==> src/rtl/reg_file_alu_unit.sv <==
// Purpose: 16 x 8-bit register file feeding a 2-operand 8-bit ALU, with write-back and a registered result copy.
// Latency: ALUResult and Zero are combinational; register write-back and cpu_out update one CLK edge later.
// Backpressure: none; every cycle with write_enable=1 commits, so the caller owns sequencing.
//
// Ports:
//   CLK, RST        - single clock; synchronous active-high reset (clears R0-R15 and cpu_out)
//   RA1, RA2        - asynchronous read addresses for operand A and register-path operand B
//   WA              - write-back address
//   immediate       - immediate operand B
//   ALUControl      - 00 add, 01 sub, 10 and, 11 or
//   write_enable    - commit ALUResult to R[WA] and cpu_out at the rising edge
//   ALUSrc          - operand B select: 1 immediate, 0 R[RA2]
//   ALUResult, Zero - combinational ALU result and its zero flag
//   cpu_out         - last written-back value
//
// Build option: define REG_FILE_ALU_R0_ZERO_EN to make R0 read as zero and discard writes to it.

module reg_file_alu_unit (
    input  logic       CLK,
    input  logic       RST,
    input  logic [3:0] RA1,
    input  logic [3:0] RA2,
    input  logic [3:0] WA,
    input  logic [7:0] immediate,
    input  logic [1:0] ALUControl,
    input  logic       write_enable,
    input  logic       ALUSrc,
    output logic [7:0] ALUResult,
    output logic [7:0] cpu_out,
    output logic       Zero
);

`ifdef REG_FILE_ALU_R0_ZERO_EN
    localparam logic R0_HARDWIRED = 1'b1;
`else
    localparam logic R0_HARDWIRED = 1'b0;
`endif

    localparam logic [1:0] OP_ADD = 2'b00;
    localparam logic [1:0] OP_SUB = 2'b01;
    localparam logic [1:0] OP_AND = 2'b10;
    localparam logic [1:0] OP_OR  = 2'b11;

    logic [7:0] regs [16];
    logic [7:0] rd1_dat;
    logic [7:0] rd2_dat;
    logic [7:0] src_a;
    logic [7:0] src_b;
    logic       wr_allowed;

    // Read ports see the array as it stood before the edge, so a same-cycle
    // write is not bypassed: new data appears only after the clock edge.
    always_comb begin
        rd1_dat = regs[RA1];
        rd2_dat = regs[RA2];
        if (R0_HARDWIRED && (RA1 == 4'd0)) begin
            rd1_dat = 8'h00;
        end
        if (R0_HARDWIRED && (RA2 == 4'd0)) begin
            rd2_dat = 8'h00;
        end
    end

    always_comb begin
        src_a = rd1_dat;
        src_b = ALUSrc ? immediate : rd2_dat;
    end

    // Add/sub wrap modulo 256; carry and borrow are intentionally dropped.
    always_comb begin
        ALUResult = 8'h00;
        case (ALUControl)
            OP_ADD: ALUResult = src_a + src_b;
            OP_SUB: ALUResult = src_a - src_b;
            OP_AND: ALUResult = src_a & src_b;
            OP_OR:  ALUResult = src_a | src_b;
            default: ALUResult = 8'h00;
        endcase
    end

    assign Zero = (ALUResult == 8'h00);

    // With R0 hardwired the register write is suppressed, but cpu_out still
    // captures the result so software can observe it.
    assign wr_allowed = !(R0_HARDWIRED && (WA == 4'd0));

    always_ff @(posedge CLK) begin
        if (RST) begin
            for (int i = 0; i < 16; i++) begin
                regs[i] <= 8'h00;
            end
            cpu_out <= 8'h00;
        end else if (write_enable) begin
            if (wr_allowed) begin
                regs[WA] <= ALUResult;
            end
            cpu_out <= ALUResult;
        end
    end

endmodule

==> config.mk <==
export PLATFORM = sky130hd
export DESIGN_NAME = reg_file_alu_unit
export DESIGN_NICKNAME = d
export VERILOG_FILES = /design/src/rtl/reg_file_alu_unit.sv
export SDC_FILE = /design/constraint.sdc
export NUM_CORES = 1
export LEC_CHECK = 0
export BUFFER_PORTS_ARGS = -buffer_cell sky130_fd_sc_hd__buf_2
export CAP_MARGIN = 20
export CORE_UTILIZATION = 25
export DETAILED_ROUTE_END_ITERATION = 10
export SYNTH_ARGS = -nofsm -noshare
export SYNTH_HDL_FRONTEND = slang
export SYNTH_SLANG_ARGS = --single-unit
==> constraint.sdc <==
create_clock -name CLK -period 6.2 [get_ports CLK]
set_input_delay 0.62 -clock CLK [delete_from_list [all_inputs] [get_ports CLK]]
set_output_delay 0.62 -clock CLK [all_outputs]
set_load 0.01 [all_outputs]
**Word-level counts from Yosys, hierarchy flattened**

Memories as Yosys holds them, arrays and structs flattened.
Index checks and enable logic that the tools add are counted.

- Flip-flop bits (word level): 8
- Bits in latches: 0
- Bits in writable memories: 128
- ROM bits: 0
- Bits of input ports: 26
- Output and inout port bits: 17
- Logic and storage cells: 22
- Memories: 1

Memory list:

| name | depth | bits a word | read ports | clocked after Yosys merged registers in | write ports | RTL line | RTL |
|---|---|---|---|---|---|---|---|
| regs | 16 | 8 | 2 | 0 | 16 | 44 | `logic [7:0] regs [16];` |

- Add/subtract/negate cells: 2
- Multipliers: 0
- Divide/modulo/power cells: 0
- Order comparisons: 0
- Equality and inequality tests: 3
- Shifts and indexed selects: 0
- Muxes and demuxes: 10
- Bitwise operators: 2
- Reductions and logical operators: 3

Operators with widths:

| kind | count |
|---|---|
| $pmux W8 S4 | 1 |
| $mux W8 | 2 |
| $add A8 B8 Y8 | 1 |
| $and A8 B8 Y8 | 1 |
| $logic_not A8 Y1 | 1 |
| $or A8 B8 Y8 | 1 |
| $reduce_or A8 Y1 | 1 |
| $sub A8 B8 Y8 | 1 |
| $mux W1 | 6 |
| $eq A2 B2 Y1 const B | 2 |
| $mux W4 | 1 |
| $eq A2 B1 Y1 const B | 1 |
| $logic_not A2 Y1 | 1 |

**Logic depth before layout (Yosys ltp)**

- Depth in word-level cells: 5
- Depth in mapped cells: 19
- Mapped depth without buffers: 15

**Worst setup path after synthesis**

Ideal clock, no wire load.

- Path type: input to output
- From: input port RA1[0]
- To: output port Zero
- Data arrival time: 4.547 ns
- Required time: 5.580 ns
- Path slack: 1.033 ns
- Cell stages on the path: 17
- Buffers on the path: 3
- Cell sequence: buf_2 > buf_6 > buf_2 > mux4_2 > mux4_2 > inv_1 > ha_1 > inv_1 > fa_1 > a21o_1 > a21oi_1 > o21bai_1 > a21oi_1 > xnor2_1 > mux2i_1 > and3_1 > and4b_1

- Cells in the longest elaborated chain, start to end: 4
- Elaborated cells on any way between the ends: 7
- Those cells by class: 2 x add/sub; 1 x mux; 2 x bitwise; 1 x reduce/logical; 1 x memory

RTL lines:

| element | RTL line | RTL |
|---|---|---|
| from (decl) | 21 | `input logic [3:0] RA1,` |
| $mem_v2 Z16 W8 (*) | n/a |  |
| $sub A8 B8 Y8, or another cell as far along | 74 | `OP_SUB: ALUResult = src_a - src_b;` |
| $pmux W8 S4 (*) | 72 | `case (ALUControl)` |
| $logic_not A8 Y1 (*) | 81 | `assign Zero = (ALUResult == 8'h00);` |
| to (decl) | 30 | `output logic Zero` |

Every way passes the cells marked *; elsewhere a longest branch is shown, timed or not.

**Final worst setup path**

- From: input port RA2[1]
- To: output port Zero

- Cells in the longest elaborated chain, start to end: 5
- Elaborated cells on any way between the ends: 8
- Those cells by class: 2 x add/sub; 2 x mux; 2 x bitwise; 1 x reduce/logical; 1 x memory

RTL lines:

| element | RTL line | RTL |
|---|---|---|
| from (decl) | 22 | `input logic [3:0] RA2,` |
| $mem_v2 Z16 W8 (*) | n/a |  |
| $mux W8 (*) | 66 | `src_b = ALUSrc ? immediate : rd2_dat;` |
| $sub A8 B8 Y8, or another cell as far along | 74 |  |
| $pmux W8 S4 (*) | 72 |  |
| $logic_not A8 Y1 (*) | 81 |  |

Marks and branches as above.

==> impl_results.md <==
* Sequential element share of the synthesized area at 50.8%
* DR DRC count at 0
* Simple-Gate Fraction of Synth Area at 12.3%
* Chip Height at 180 um
* Adder-cell share of the synthesized area at 2.35%
* Share of layout cells above drive strength 1 at 31.5%
* Fin crit share at 92.0%
* Root buffer selected by CTS: clkbuf_16
* Syn_area_per_cell at 13.5 um^2
* Multi-input combinational cell area at 3620 um^2
* Leak Pwr at 3.32 nW
* Post-synth ARST share at 0%
* Clock-pin slew on the worst setup and hold paths at 60 ps
* Number of port buffers at 42
* Grt total ovfl at 0
* Synth Flop Type: edfxtp_1
* H-Tree Depth at 4
* Final Hold Viols at 0
* CTS hold repair buffers at 0
* Post-Layout Cell Count at 1034
* Warnings from Yosys at 0
* Row Count at 64
* Max-capacitance violation count at 0
* Clk_lat worst skew at 420 ps
* Slew Limit Fails at 0
* Total wire length at 23200 um
* R2R Setup Slk at 1460 ps
* Post-Syn Area at 7880 um^2
* Longest Clk Path Bufs at 2
* Die area at 32200 um^2
* Peak supply drop at 0.170 mV
* Placed insts at 1003
* N_diodes at 0
* Endpoint type of the worst setup path: output port
* Mux contribution to synthesized area at 24.1%
* Die Wd at 180 um
* XOR/XNOR share of the synthesized area at 1.22%
* CTS tree: built
* Clock skew at 14.4 ps
* Via density at 5.19
* 1st-iter DRT viols at 568
* Syn nets at 623
* Fin nets at 663
* Synthesized flop and latch total at 136
* Worst-Margin Slew at 679 ps
* CP Data Arrival Time at 5080 ps
* Vias in the first global route at 5277
* RSZ-0062 raised after global routing: no
* ANT nets after route at 0
* Area share of the largest cell type after synthesis at 48.8%
* Gpl congestion at 0.864
* Post-route design area at 9170 um^2
* Setup Slack @ Placement at 442 ps
* P per Cell Area at 302 nW/um^2
* Area leader, netlist: edfxtp_1
* Fmax at 175 MHz
* Mapped Cells at 586
* All-Layer GR Usage at 14.5%
* Setup crit start kind: input pin
* Cts repair resizes at 0
* Vias at 5366
* Max-slew headroom at 54.1%
* Clock Sink Count at 136
* Post-Route Setup TNS at 0 ps
* Post-layout minimum cycle time at 5700 ps
* First-pass GRT wire length at 34200 um
* Placed instance area at 8560 um^2
* Layout area overhead at 16.4%
* Filler instances at 3085
* Area contributors post-synth: edfxtp_1, mux4_2, nor2_1
* Pre-antenna DRT Iters at 7
* Total CTS buffers at 17
* Initial Utilization at 25.6%
* HPWL after DPL at 16600 um
* Post-synth EDFFs at 128
* Post-layout util at 29.8%
* Sequential cell area at 4000 um^2
* Largest net degree at the start of global routing at 29
* Main combinational cell family by area after synthesis: multiplexers
* Synth Area in Compound Gates at 5.68%
* Ports at 43
* Worst path required time at 5580 ps
* Hold crit path type: flip-flop to flip-flop
* Synth unique cells at 64
* Critical Setup Path Class: input pin to output port
* Worst-path fanout max at 16
* Antenna violations before repair at 1
* Final setup vio count at 0
* # Post-CTS Setup Buffers at 0
* Routed wire per std cell at 22.4 um
* Outcome: finished, final reports clean
* Core Region at 30800 um^2
* Worst setup margin at 495 ps
## logic make-up after synthesis
group | after synthesis
compound gates | 59
flops | 136
buf+inv | 58
mux | 91
fa+ha+maj | 15
simple gates | 216
xor+xnor | 11
## cell usage in the layout (no fill, tap or decap), types with 3 or more instances in the layout
master	count
nor2_1	134
edfxtp_1	128
mux4_2	73
buf_2	42
nand2b_1	23
nand2_1	23
buf_4	20
a21oi_1	17
clkbuf_16	17
a21oi_2	12
ha_1	10
mux2i_1	9
xnor2_1	9
inv_1	8
dfxtp_1	8
inv_2	7
nand3_1	7
nor2b_1	6
clkinvlp_4	5
maj3_1	4
a211oi_1	4
bufinv_16	4
mux2i_4	3
and3_1	3
and2_1	3
## synth_stat cells (7+ instances only)
library cell and number:
nor2_1 134, edfxtp_1 128, mux4_2 73, clkbuf_1 26
nand2_1 23, nand2b_1 23, a21oi_1 18, a21oi_2 11
mux2i_1 11, ha_1 10, buf_2 9, xnor2_1 9
dfxtp_1 8, inv_1 8, inv_2 7, nand3_1 7
## worst paths after layout
path                                           startpoint                       end  cells after the start
worst max register to register  regs[11][0]$_SDFFCE_PN0P_  regs[0][7]$_SDFFCE_PN0P_                     16
worst min register to register    cpu_out[2]$_SDFFE_PP0P_   cpu_out[2]$_SDFFE_PP0P_                      2
worst min-delay path              cpu_out[2]$_SDFFE_PP0P_   cpu_out[2]$_SDFFE_PP0P_                      2
worst max-delay path                               RA2[1]                      Zero                     17
## per-stage QoR
step | hold WS (ps) | total power, W
final | 484 | 0.00277
after global routing | 488 | 0.00286
after CTS | 480 | 0.00278
after detailed placement | 467 | 0.00173
after global placement | 458 | 0.00172
after floorplan | 494 | 0.00149
## routing by layer
| layer | global-route usage (%) | vias to the layer above | routed length [um] |
|---|---|---|---|
| met5 | 0 | - | 11 |
| met4 | 4.59 | 2 | 427 |
| met3 | 3.16 | 26 | 1790 |
| met2 | 23.3 | 270 | 11000 |
| met1 | 19.6 | 2760 | 10000 |
| li1 | - | 2308 | - |
## report_power, final
part	switching, W	internal (W)
Sequential	0.0000263	0.00105
Combinational	0.000399	0.000238
Clock	0.000390	0.000670
## sequential cells by signal (all words and copies together), names as in the netlist
| signal | count |
|---|---|
| regs | 128 |
| cpu_out | 8 |
## worst max-delay path: stages
cell and delay, ps:
buf_2 400, mux4_1 620, mux4_2 510, mux2i_4 210
and2_4 210, a31oi_1 90, xor2_1 170, ha_1 340
or2_2 300, a21oi_1 180, a31oi_2 110, or2_0 250
a21oi_1 150, a311oi_1 90, a211oi_4 390, and4b_1 280
buf_2 150
## layout make-up
| cell class | count | share of cell area, % |
|---|---|---|
| sequential | 136 | 43.6 |
| clock buffer | 19 | 4.72 |
| clock inverter | 12 | 1.92 |
| inverter | 16 | 0.655 |
| multi-input combinational | 392 | 39.5 |
| tap | 396 | 5.40 |
| timing repair buffer | 63 | 4.15 |
Power figures use the tool's default switching activity.
